## src/rtl/write_hazard_scoreboard_pkg.sv

```systemverilog
// Shared types, sizing and helpers for the multi-record write hazard scoreboard.
// Table records, instruction-age comparison and the register chunk window live here.
package write_hazard_scoreboard_pkg;

  localparam int NR_RECORDS = 4;
  localparam int NR_CHECK   = 2;
  localparam int INST_IDX_W = 3;
  localparam int OFFSET_W   = 2;
  localparam int CHUNK_W    = 8 << OFFSET_W;
  localparam int OCC_W      = $clog2(NR_RECORDS + 1);
  localparam int SLOT_W     = (NR_RECORDS > 1) ? $clog2(NR_RECORDS) : 1;

  typedef logic [INST_IDX_W-1:0] inst_idx_t;
  typedef logic [CHUNK_W-1:0]    chunk_mask_t;

  typedef struct packed {
    logic        vdValid;
    logic        vs1Valid;
    logic        gather;
    logic        gather16;
    logic        onlyRead;
    logic [4:0]  vd;
    logic [4:0]  vs1;
    logic [4:0]  vs2;
    inst_idx_t   instIndex;
    chunk_mask_t elementMask;
  } record_t;

  // The MSB of an index is an epoch bit, so age ordering flips when epochs differ.
  function automatic logic older(input inst_idx_t req, input inst_idx_t rec);
    logic lowLess;
    lowLess = req[INST_IDX_W-2:0] < rec[INST_IDX_W-2:0];
    return (req == rec) | (lowLess ^ req[INST_IDX_W-1] ^ rec[INST_IDX_W-1]);
  endfunction

  // Completion map of a register group placed at its start register within two
  // consecutive 8-register groups; hi selects the upper group. 0 = chunk pending.
  function automatic chunk_mask_t regWindow(input logic [4:0] s, input chunk_mask_t mask,
                                            input logic hi);
    logic [3*CHUNK_W-1:0] framed;
    framed = {{CHUNK_W{1'b1}}, mask, {CHUNK_W{1'b1}}} << {s[2:0], {OFFSET_W{1'b0}}};
    return CHUNK_W'(framed >> (hi ? 2 * CHUNK_W : CHUNK_W));
  endfunction

endpackage

```

## src/rtl/write_hazard_scoreboard_if.sv

```systemverilog
// Request/response bundle between the lane write path and the hazard scoreboard.
interface write_hazard_scoreboard_if;
  import write_hazard_scoreboard_pkg::*;

  // Allocate is a valid/ready handshake: it transfers on a cycle where alloc_valid
  // and alloc_ready are both high, and the master holds its payload stable until then.
  // Update, retire and check are fire-and-forget strobes; verdicts return a cycle later.
  logic        alloc_valid;
  logic        alloc_ready;
  logic        alloc_vd_valid;
  logic        alloc_vs1_valid;
  logic        alloc_gather;
  logic        alloc_gather16;
  logic        alloc_onlyRead;
  logic [4:0]  alloc_vd;
  logic [4:0]  alloc_vs1;
  logic [4:0]  alloc_vs2;
  inst_idx_t   alloc_instIndex;

  logic        upd_valid;
  inst_idx_t   upd_instIndex;
  chunk_mask_t upd_mask;

  logic        retire_valid;
  inst_idx_t   retire_instIndex;

  logic [NR_CHECK-1:0]                 chk_valid;
  logic [NR_CHECK-1:0][4:0]            chk_vd;
  logic [NR_CHECK-1:0][OFFSET_W-1:0]   chk_offset;
  logic [NR_CHECK-1:0][INST_IDX_W-1:0] chk_instIndex;

  logic [NR_CHECK-1:0] res_valid;
  logic [NR_CHECK-1:0] res_pass;
  logic [OCC_W-1:0]    occupancy;
  logic                err_dup_alloc;

  modport master (
    output alloc_valid, alloc_vd_valid, alloc_vs1_valid, alloc_gather, alloc_gather16,
           alloc_onlyRead, alloc_vd, alloc_vs1, alloc_vs2, alloc_instIndex,
           upd_valid, upd_instIndex, upd_mask, retire_valid, retire_instIndex,
           chk_valid, chk_vd, chk_offset, chk_instIndex,
    input  alloc_ready, res_valid, res_pass, occupancy, err_dup_alloc
  );

  modport slave (
    input  alloc_valid, alloc_vd_valid, alloc_vs1_valid, alloc_gather, alloc_gather16,
           alloc_onlyRead, alloc_vd, alloc_vs1, alloc_vs2, alloc_instIndex,
           upd_valid, upd_instIndex, upd_mask, retire_valid, retire_instIndex,
           chk_valid, chk_vd, chk_offset, chk_instIndex,
    output alloc_ready, res_valid, res_pass, occupancy, err_dup_alloc
  );

endinterface

```

## src/rtl/write_hazard_scoreboard_hazard_record_check.sv

```systemverilog
// Combinational WAW/WAR evaluation of one write request against one table record.
module hazard_record_check
  import write_hazard_scoreboard_pkg::*;
(
  input  logic                recValid,
  input  record_t             rec,
  input  logic [4:0]          chkVd,
  input  logic [OFFSET_W-1:0] chkOffset,
  input  inst_idx_t           chkInstIndex,
  output logic                stall
);

  localparam int C_W = 3 + OFFSET_W;

  logic [C_W-1:0] chunk;
  logic [1:0]     grp;
  logic [1:0]     vdNext;
  logic [1:0]     vs2Next;
  chunk_mask_t    vdLo, vdHi, vs1Lo, vs2Lo, vs2Hi;
  logic           sameInst, reqOlder;
  logic           waw, war1, war2Lo, war2Hi;

  always_comb begin
    chunk   = {chkVd[2:0], chkOffset};
    grp     = chkVd[4:3];
    vdNext  = rec.vd[4:3] + 2'd1;
    vs2Next = rec.vs2[4:3] + 2'd1;

    vdLo  = regWindow(rec.vd,  rec.elementMask, 1'b0);
    vdHi  = regWindow(rec.vd,  rec.elementMask, 1'b1);
    vs1Lo = regWindow(rec.vs1, rec.elementMask, 1'b0);
    vs2Lo = regWindow(rec.vs2, rec.elementMask, 1'b0);
    vs2Hi = regWindow(rec.vs2, rec.elementMask, 1'b1);

    sameInst = chkInstIndex == rec.instIndex;
    reqOlder = older(chkInstIndex, rec.instIndex);

    waw = rec.vdValid & (((grp == rec.vd[4:3]) & ~vdLo[chunk]) |
                         ((grp == vdNext)      & ~vdHi[chunk]));
    war1 = rec.vs1Valid & (grp == rec.vs1[4:3]) & (~vs1Lo[chunk] | rec.gather16);
    // A read-only record has already consumed its low group, but not the spill-over.
    war2Lo = (grp == rec.vs2[4:3]) & ((~rec.onlyRead & ~vs2Lo[chunk]) | rec.gather);
    war2Hi = (grp == vs2Next) & (~vs2Hi[chunk] | rec.gather);

    stall = recValid & ~reqOlder & ~sameInst & (waw | war1 | war2Lo | war2Hi);
  end

endmodule

```

## src/rtl/write_hazard_scoreboard.sv

```systemverilog
// Table of in-flight instruction records with allocate/update/retire handling and
// NR_CHECK pipelined write-hazard check ports returning registered verdicts.
module write_hazard_scoreboard
  import write_hazard_scoreboard_pkg::*;
(
  input logic                      clock,
  input logic                      reset,
  write_hazard_scoreboard_if.slave bus
);

  record_t                              recTable [NR_RECORDS];
  logic [NR_RECORDS-1:0]                slotValid;
  logic [NR_CHECK-1:0]                  resValid;
  logic [NR_CHECK-1:0]                  resPass;
  logic                                 errDup;

  logic                                 allocReady;
  logic                                 dupHit;
  logic                                 allocFire;
  logic [SLOT_W-1:0]                    allocSlot;
  logic [NR_RECORDS-1:0]                updHit;
  logic [NR_RECORDS-1:0]                retHit;
  logic [OCC_W-1:0]                     occCount;
  record_t                              allocRec;
  logic [NR_CHECK-1:0][NR_RECORDS-1:0]  stallVec;

  // Ready and all index matches look only at registered table state.
  always_comb begin
    allocReady = ~&slotValid;
    allocSlot  = '0;
    dupHit     = 1'b0;
    updHit     = '0;
    retHit     = '0;
    occCount   = '0;
    for (int r = NR_RECORDS - 1; r >= 0; r--) begin
      if (!slotValid[r]) allocSlot = SLOT_W'(r);
      if (slotValid[r] && recTable[r].instIndex == bus.alloc_instIndex) dupHit = 1'b1;
      retHit[r] = bus.retire_valid & slotValid[r] &
                  (recTable[r].instIndex == bus.retire_instIndex);
      updHit[r] = bus.upd_valid & slotValid[r] &
                  (recTable[r].instIndex == bus.upd_instIndex);
      occCount  = occCount + OCC_W'(slotValid[r]);
    end
    allocFire = bus.alloc_valid & allocReady & ~dupHit;

    allocRec             = '0;
    allocRec.vdValid     = bus.alloc_vd_valid;
    allocRec.vs1Valid    = bus.alloc_vs1_valid;
    allocRec.gather      = bus.alloc_gather;
    allocRec.gather16    = bus.alloc_gather16;
    allocRec.onlyRead    = bus.alloc_onlyRead;
    allocRec.vd          = bus.alloc_vd;
    allocRec.vs1         = bus.alloc_vs1;
    allocRec.vs2         = bus.alloc_vs2;
    allocRec.instIndex   = bus.alloc_instIndex;
  end

  // The allocated slot is free, so it never collides with an update or retire hit.
  always_ff @(posedge clock or negedge reset) begin
    if (!reset) begin
      slotValid <= '0;
      for (int r = 0; r < NR_RECORDS; r++) recTable[r] <= '0;
    end else begin
      for (int r = 0; r < NR_RECORDS; r++) begin
        if (retHit[r]) begin
          slotValid[r]             <= 1'b0;
          recTable[r].elementMask  <= '0;
        end else if (allocFire && allocSlot == SLOT_W'(r)) begin
          slotValid[r] <= 1'b1;
          recTable[r]  <= allocRec;
        end else if (updHit[r]) begin
          recTable[r].elementMask <= recTable[r].elementMask | bus.upd_mask;
        end
      end
    end
  end

  always_ff @(posedge clock or negedge reset) begin
    if (!reset) errDup <= 1'b0;
    else        errDup <= errDup | (bus.alloc_valid & allocReady & dupHit);
  end

  for (genvar i = 0; i < NR_CHECK; i++) begin : gChk
    for (genvar r = 0; r < NR_RECORDS; r++) begin : gRec
      hazard_record_check uCheck (
        .recValid     (slotValid[r]),
        .rec          (recTable[r]),
        .chkVd        (bus.chk_vd[i]),
        .chkOffset    (bus.chk_offset[i]),
        .chkInstIndex (bus.chk_instIndex[i]),
        .stall        (stallVec[i][r])
      );
    end
  end

  always_ff @(posedge clock or negedge reset) begin
    if (!reset) begin
      resValid <= '0;
      resPass  <= '0;
    end else begin
      for (int i = 0; i < NR_CHECK; i++) begin
        resValid[i] <= bus.chk_valid[i];
        resPass[i]  <= bus.chk_valid[i] & ~|stallVec[i];
      end
    end
  end

  assign bus.alloc_ready   = allocReady;
  assign bus.res_valid     = resValid;
  assign bus.res_pass      = resPass;
  assign bus.occupancy     = occCount;
  assign bus.err_dup_alloc = errDup;

endmodule

```

## src/flat_wrapper.sv

```systemverilog
// flat-port wrapper written by rule: the top's interface ports become plain ports
module write_hazard_scoreboard_flat import write_hazard_scoreboard_pkg::*;
  (clock, reset, bus_alloc_valid, bus_alloc_vd_valid, bus_alloc_vs1_valid, bus_alloc_gather, bus_alloc_gather16, bus_alloc_onlyRead, bus_alloc_vd, bus_alloc_vs1, bus_alloc_vs2, bus_alloc_instIndex, bus_upd_valid, bus_upd_instIndex, bus_upd_mask, bus_retire_valid, bus_retire_instIndex, bus_chk_valid, bus_chk_vd, bus_chk_offset, bus_chk_instIndex, bus_alloc_ready, bus_res_valid, bus_res_pass, bus_occupancy, bus_err_dup_alloc);
  write_hazard_scoreboard_if bus_i ();
  input logic clock;
  input logic reset;
  input wire logic [$bits(bus_i.alloc_valid)-1:0] bus_alloc_valid;
  input wire logic [$bits(bus_i.alloc_vd_valid)-1:0] bus_alloc_vd_valid;
  input wire logic [$bits(bus_i.alloc_vs1_valid)-1:0] bus_alloc_vs1_valid;
  input wire logic [$bits(bus_i.alloc_gather)-1:0] bus_alloc_gather;
  input wire logic [$bits(bus_i.alloc_gather16)-1:0] bus_alloc_gather16;
  input wire logic [$bits(bus_i.alloc_onlyRead)-1:0] bus_alloc_onlyRead;
  input wire logic [$bits(bus_i.alloc_vd)-1:0] bus_alloc_vd;
  input wire logic [$bits(bus_i.alloc_vs1)-1:0] bus_alloc_vs1;
  input wire logic [$bits(bus_i.alloc_vs2)-1:0] bus_alloc_vs2;
  input wire logic [$bits(bus_i.alloc_instIndex)-1:0] bus_alloc_instIndex;
  input wire logic [$bits(bus_i.upd_valid)-1:0] bus_upd_valid;
  input wire logic [$bits(bus_i.upd_instIndex)-1:0] bus_upd_instIndex;
  input wire logic [$bits(bus_i.upd_mask)-1:0] bus_upd_mask;
  input wire logic [$bits(bus_i.retire_valid)-1:0] bus_retire_valid;
  input wire logic [$bits(bus_i.retire_instIndex)-1:0] bus_retire_instIndex;
  input wire logic [$bits(bus_i.chk_valid)-1:0] bus_chk_valid;
  input wire logic [$bits(bus_i.chk_vd)-1:0] bus_chk_vd;
  input wire logic [$bits(bus_i.chk_offset)-1:0] bus_chk_offset;
  input wire logic [$bits(bus_i.chk_instIndex)-1:0] bus_chk_instIndex;
  output wire logic [$bits(bus_i.alloc_ready)-1:0] bus_alloc_ready;
  output wire logic [$bits(bus_i.res_valid)-1:0] bus_res_valid;
  output wire logic [$bits(bus_i.res_pass)-1:0] bus_res_pass;
  output wire logic [$bits(bus_i.occupancy)-1:0] bus_occupancy;
  output wire logic [$bits(bus_i.err_dup_alloc)-1:0] bus_err_dup_alloc;
  assign bus_i.alloc_valid = bus_alloc_valid;
  assign bus_i.alloc_vd_valid = bus_alloc_vd_valid;
  assign bus_i.alloc_vs1_valid = bus_alloc_vs1_valid;
  assign bus_i.alloc_gather = bus_alloc_gather;
  assign bus_i.alloc_gather16 = bus_alloc_gather16;
  assign bus_i.alloc_onlyRead = bus_alloc_onlyRead;
  assign bus_i.alloc_vd = bus_alloc_vd;
  assign bus_i.alloc_vs1 = bus_alloc_vs1;
  assign bus_i.alloc_vs2 = bus_alloc_vs2;
  assign bus_i.alloc_instIndex = bus_alloc_instIndex;
  assign bus_i.upd_valid = bus_upd_valid;
  assign bus_i.upd_instIndex = bus_upd_instIndex;
  assign bus_i.upd_mask = bus_upd_mask;
  assign bus_i.retire_valid = bus_retire_valid;
  assign bus_i.retire_instIndex = bus_retire_instIndex;
  assign bus_i.chk_valid = bus_chk_valid;
  assign bus_i.chk_vd = bus_chk_vd;
  assign bus_i.chk_offset = bus_chk_offset;
  assign bus_i.chk_instIndex = bus_chk_instIndex;
  assign bus_alloc_ready = bus_i.alloc_ready;
  assign bus_res_valid = bus_i.res_valid;
  assign bus_res_pass = bus_i.res_pass;
  assign bus_occupancy = bus_i.occupancy;
  assign bus_err_dup_alloc = bus_i.err_dup_alloc;
  write_hazard_scoreboard u_core (.clock(clock), .reset(reset), .bus(bus_i));
endmodule
```

## config.mk

```make
export PLATFORM = sky130hd
export DESIGN_NAME = write_hazard_scoreboard_flat
export DESIGN_NICKNAME = d
export VERILOG_FILES = /design/src/rtl/write_hazard_scoreboard_pkg.sv /design/src/rtl/write_hazard_scoreboard_if.sv /design/src/rtl/write_hazard_scoreboard_hazard_record_check.sv /design/src/rtl/write_hazard_scoreboard.sv /design/src/flat_wrapper.sv
export SDC_FILE = /design/constraint.sdc
export NUM_CORES = 2
export LEC_CHECK = 0
export BUFFER_PORTS_ARGS = -buffer_cell sky130_fd_sc_hd__buf_4
export CELL_PAD_IN_SITES_DETAIL_PLACEMENT = 0
export CELL_PAD_IN_SITES_GLOBAL_PLACEMENT = 2
export CORE_MARGIN = 2
export CORE_UTILIZATION = 43
export DETAILED_ROUTE_END_ITERATION = 16
export PLACE_DENSITY = 0.9
export SLEW_MARGIN = 5
export SYNTH_ARGS = -nofsm -noshare
export SYNTH_HDL_FRONTEND = slang
export SYNTH_SLANG_ARGS = --single-unit
```

## constraint.sdc

```tcl
create_clock -name clock -period 8.8 [get_ports clock]
set_clock_uncertainty 0.1 [all_clocks]
set_input_delay 2.2 -clock clock [delete_from_list [all_inputs] [get_ports clock]]
set_output_delay 2.2 -clock clock [all_outputs]
set_load 0.1 [all_outputs]
```

==> impl_metrics.tcl <==
set metrics [dict create \
    status "finished clean" \
    tns_ns 0 \
    placed_cell_area_um2 36400 \
    root_buffer "clkbuf_16" \
    cap_violations 0 \
    grt_antenna_before_repair 16 \
    ys_seq_elements 229 \
    nets 4232 \
    hold_buffers 0 \
    synth_top_area_frac 0.160 \
    synth_top_family_by_area "multiplexers" \
    hold_viol 0 \
    async_flop_share 1.00 \
    powerDensity_nw_per_um2 446 \
    die_w_um 293 \
    grt_max_degree 69 \
    cts_tree "built" \
    track_usage 0.478 \
    worst-setup-path-type "in2reg" \
    drt-total-wl_um 212000 \
    synth_top_cell_by_area "dfrtp_1" \
    initial_core_util 0.435 \
    drt-pass1-iter-count 9 \
    slew_headroom 0.124 \
    cts_buffers 31 \
    die_h_um 293 \
    area_growth_pct 4.90 \
    synth.area.top_cells "dfrtp_1 16%, mux4_2 12%, mux2_2 11%" \
    io_pins 97 \
    synthMuxAreaShare 0.319 \
    synthXorXnorAreaFrac 0.0206 \
    synthFlopType "dfrtp_1" \
    leakagePower_nw 14.2 \
    synth.most_common_cell "nor2_1" \
    num_vias 41100 \
    synth_fa_ha_area_frac 0.00720 \
    portBuffers 96 \
    dp_hpwl_um 146000 \
    multi_input_area_um2 27500 \
    mappedNetlistArea_um2 35800 \
    grt_overflow 0 \
    num-fill-cells 8307 \
    first_global_vias 37300 \
    syn_nets 4532 \
    clk_path_buf_depth 3 \
    cts-htree-levels 1 \
    drt_iter0_drc 6766 \
    core_area_um2 82200 \
    drive_gt1_frac 0.217 \
    vias_per_cell 7.84 \
    synth_edf_count 0 \
    hold_path_class "reg2reg" \
    fin_crit_ns 5.66 \
    drc_errors 0 \
    final.setup.worst_slack_ns 3.14 \
    power_mw 16.7 \
    fin_crit_sh 0.643 \
    wl_per_cell_um 40.5 \
    setup_violations 0 \
    startpoint_type "input pin" \
    pre_cts_ws_ns 2.70 \
    end_kind "flop" \
    finalMaxSlewViolations 0 \
    detail-route-antenna-nets 0 \
    clock_sinks 229 \
    seq_area_frac_synth 0.160 \
    avgSynthCellArea_um2 8.09 \
    cts.clk_slew.worst_paths_ns 0.06 \
    die_area_um2 85600 \
    ir_drop_mv 0.368 \
    cp_max_fo 33 \
    synth_warnings 0 \
    required_ns 9.27 \
    worst_pin_slew_ns 1.31 \
    yosys.area_share.simple 0.170 \
    synth.distinct_cells 88 \
    synthCells 4424 \
    rsz0062_at_grt "no" \
    postCtsSetupBuffers 0 \
    clock_latency_ns 0.66 \
    fmax_ghz 0.177 \
    synth_compound_area_frac 0.248 \
    holdWs_ns 0.380 \
    fin_area_um2 37500 \
    grt_pass1_wl_um 294000 \
    synth_commonest_cells "416 x nor2_1, 354 x mux2_2, 338 x nand2_1" \
    ctsResizeCount 0 \
    gp_congestion 1.09 \
    seqCellArea_um2 5750 \
    cp.arrival_ns 6.13 \
    rows 105 \
]
## kinds of logic after synthesis
kind of cell,count (synthesis)
AO/OA/AOI/OAI,1335
XOR/XNOR,84
adder cells (fa/ha/maj),20
buffers and inverters,618
flip-flops,229
multiplexers,849
AND/OR/NAND/NOR,1289
## power breakdown
group	switching, mW	total, mW	internal [mW]
clock	0.588	1.37	0.784
sequential	1.51	3.00	1.48
combinational	7.63	12.4	4.74
total	9.73	16.7	7.00
## final timing paths
path	startpoint	to	slack, ns	cells after the start
worst max-delay path	bus_chk_offset[1]	u_core.bus.res_pass[0]	3.14	12
worst min-delay path	u_core.bus.err_dup_alloc	u_core.bus.err_dup_alloc	0.38	1
worst max register to register	u_core.recTable[212]	u_core.bus.res_pass[1]	4.44	11
worst min register to register	u_core.bus.err_dup_alloc	u_core.bus.err_dup_alloc	0.38	1
max in group asynchronous	reset	u_core.recTable[46]	5.71	2
min in group asynchronous	reset	u_core.recTable[84]	1.42	1
## cells in the final DEF, fill, tap and decap left out, types with 19 or more instances in the layout
master	Yosys	routed
nor2_1	416	407
a31oi_1	40	40
nand2_1	338	338
dfrtp_1	229	214
mux2i_1	295	295
o21ai_0	237	237
nand4_1	33	33
mux4_2	194	194
o221ai_1	44	44
diode_2	0	23
nor4_1	33	33
a22oi_1	50	50
nor2b_1	58	57
or3b_2	22	22
o211ai_1	52	52
a2111oi_0	21	21
clkbuf_16	0	31
a21oi_1	300	300
nor3_1	102	97
nand2b_1	72	72
o31ai_1	36	36
inv_1	60	57
xor2_1	30	30
ha_1	19	19
a211oi_1	44	44
nand3_1	90	90
xnor2_1	54	54
a2bb2oi_1	22	22
buf_4	32	212
nor3b_1	28	28
o22ai_1	208	208
mux2_2	354	354
## sequential cells by signal, summed over array words and instances, names as in the netlist
signal,cells
u_core.bus.err_dup_alloc,1
u_core.recTable,220
u_core.bus.res_pass,2
u_core.slotValid,4
u_core.bus.res_valid,2
## routing by layer
| metal | global-route usage | share of wire | vias to the layer above |
|---|---|---|---|
| li1 | - | - | 16400 |
| met1 | 0.587 | 0.35 | 19800 |
| met5 | 0 | 0.00050 | - |
| met2 | 0.652 | 0.39 | 3893 |
| met4 | 0.344 | 0.089 | 10 |
| met3 | 0.222 | 0.16 | 1018 |
## cell type report
cell class	instances	area share
Clock inverter	15	0.00497
Sequential cell	229	0.153
Inverter	71	0.00723
Clock buffer	40	0.0232
Timing Repair Buffer	214	0.0431
Antenna cell	23	0.00153
Multi-Input combinational cell	3577	0.731
Tap cell	1070	0.0357
## critical path: stages
cell and delay, ns:
buf_4 0.26, buf_4 0.38, nand2_1 0.77, buf_4 0.46, nor3_1 0.09, nor4_1 0.28, nor4_1 0.10, or4_1 0.53
a211o_1 0.32, o311ai_1 0.28, nand2_1 0.21, nor4_2 0.18
## through the flow
stage	std cells	utilization
2_1_floorplan	4424	-
3_3_place_gp	5161	0.443
3_5_place_dp	5161	0.443
4_1_cts	5216	0.456
5_1_grt	5219	0.456
6_report	5239	0.457
Note: power is estimated with default switching activity, not from simulation.
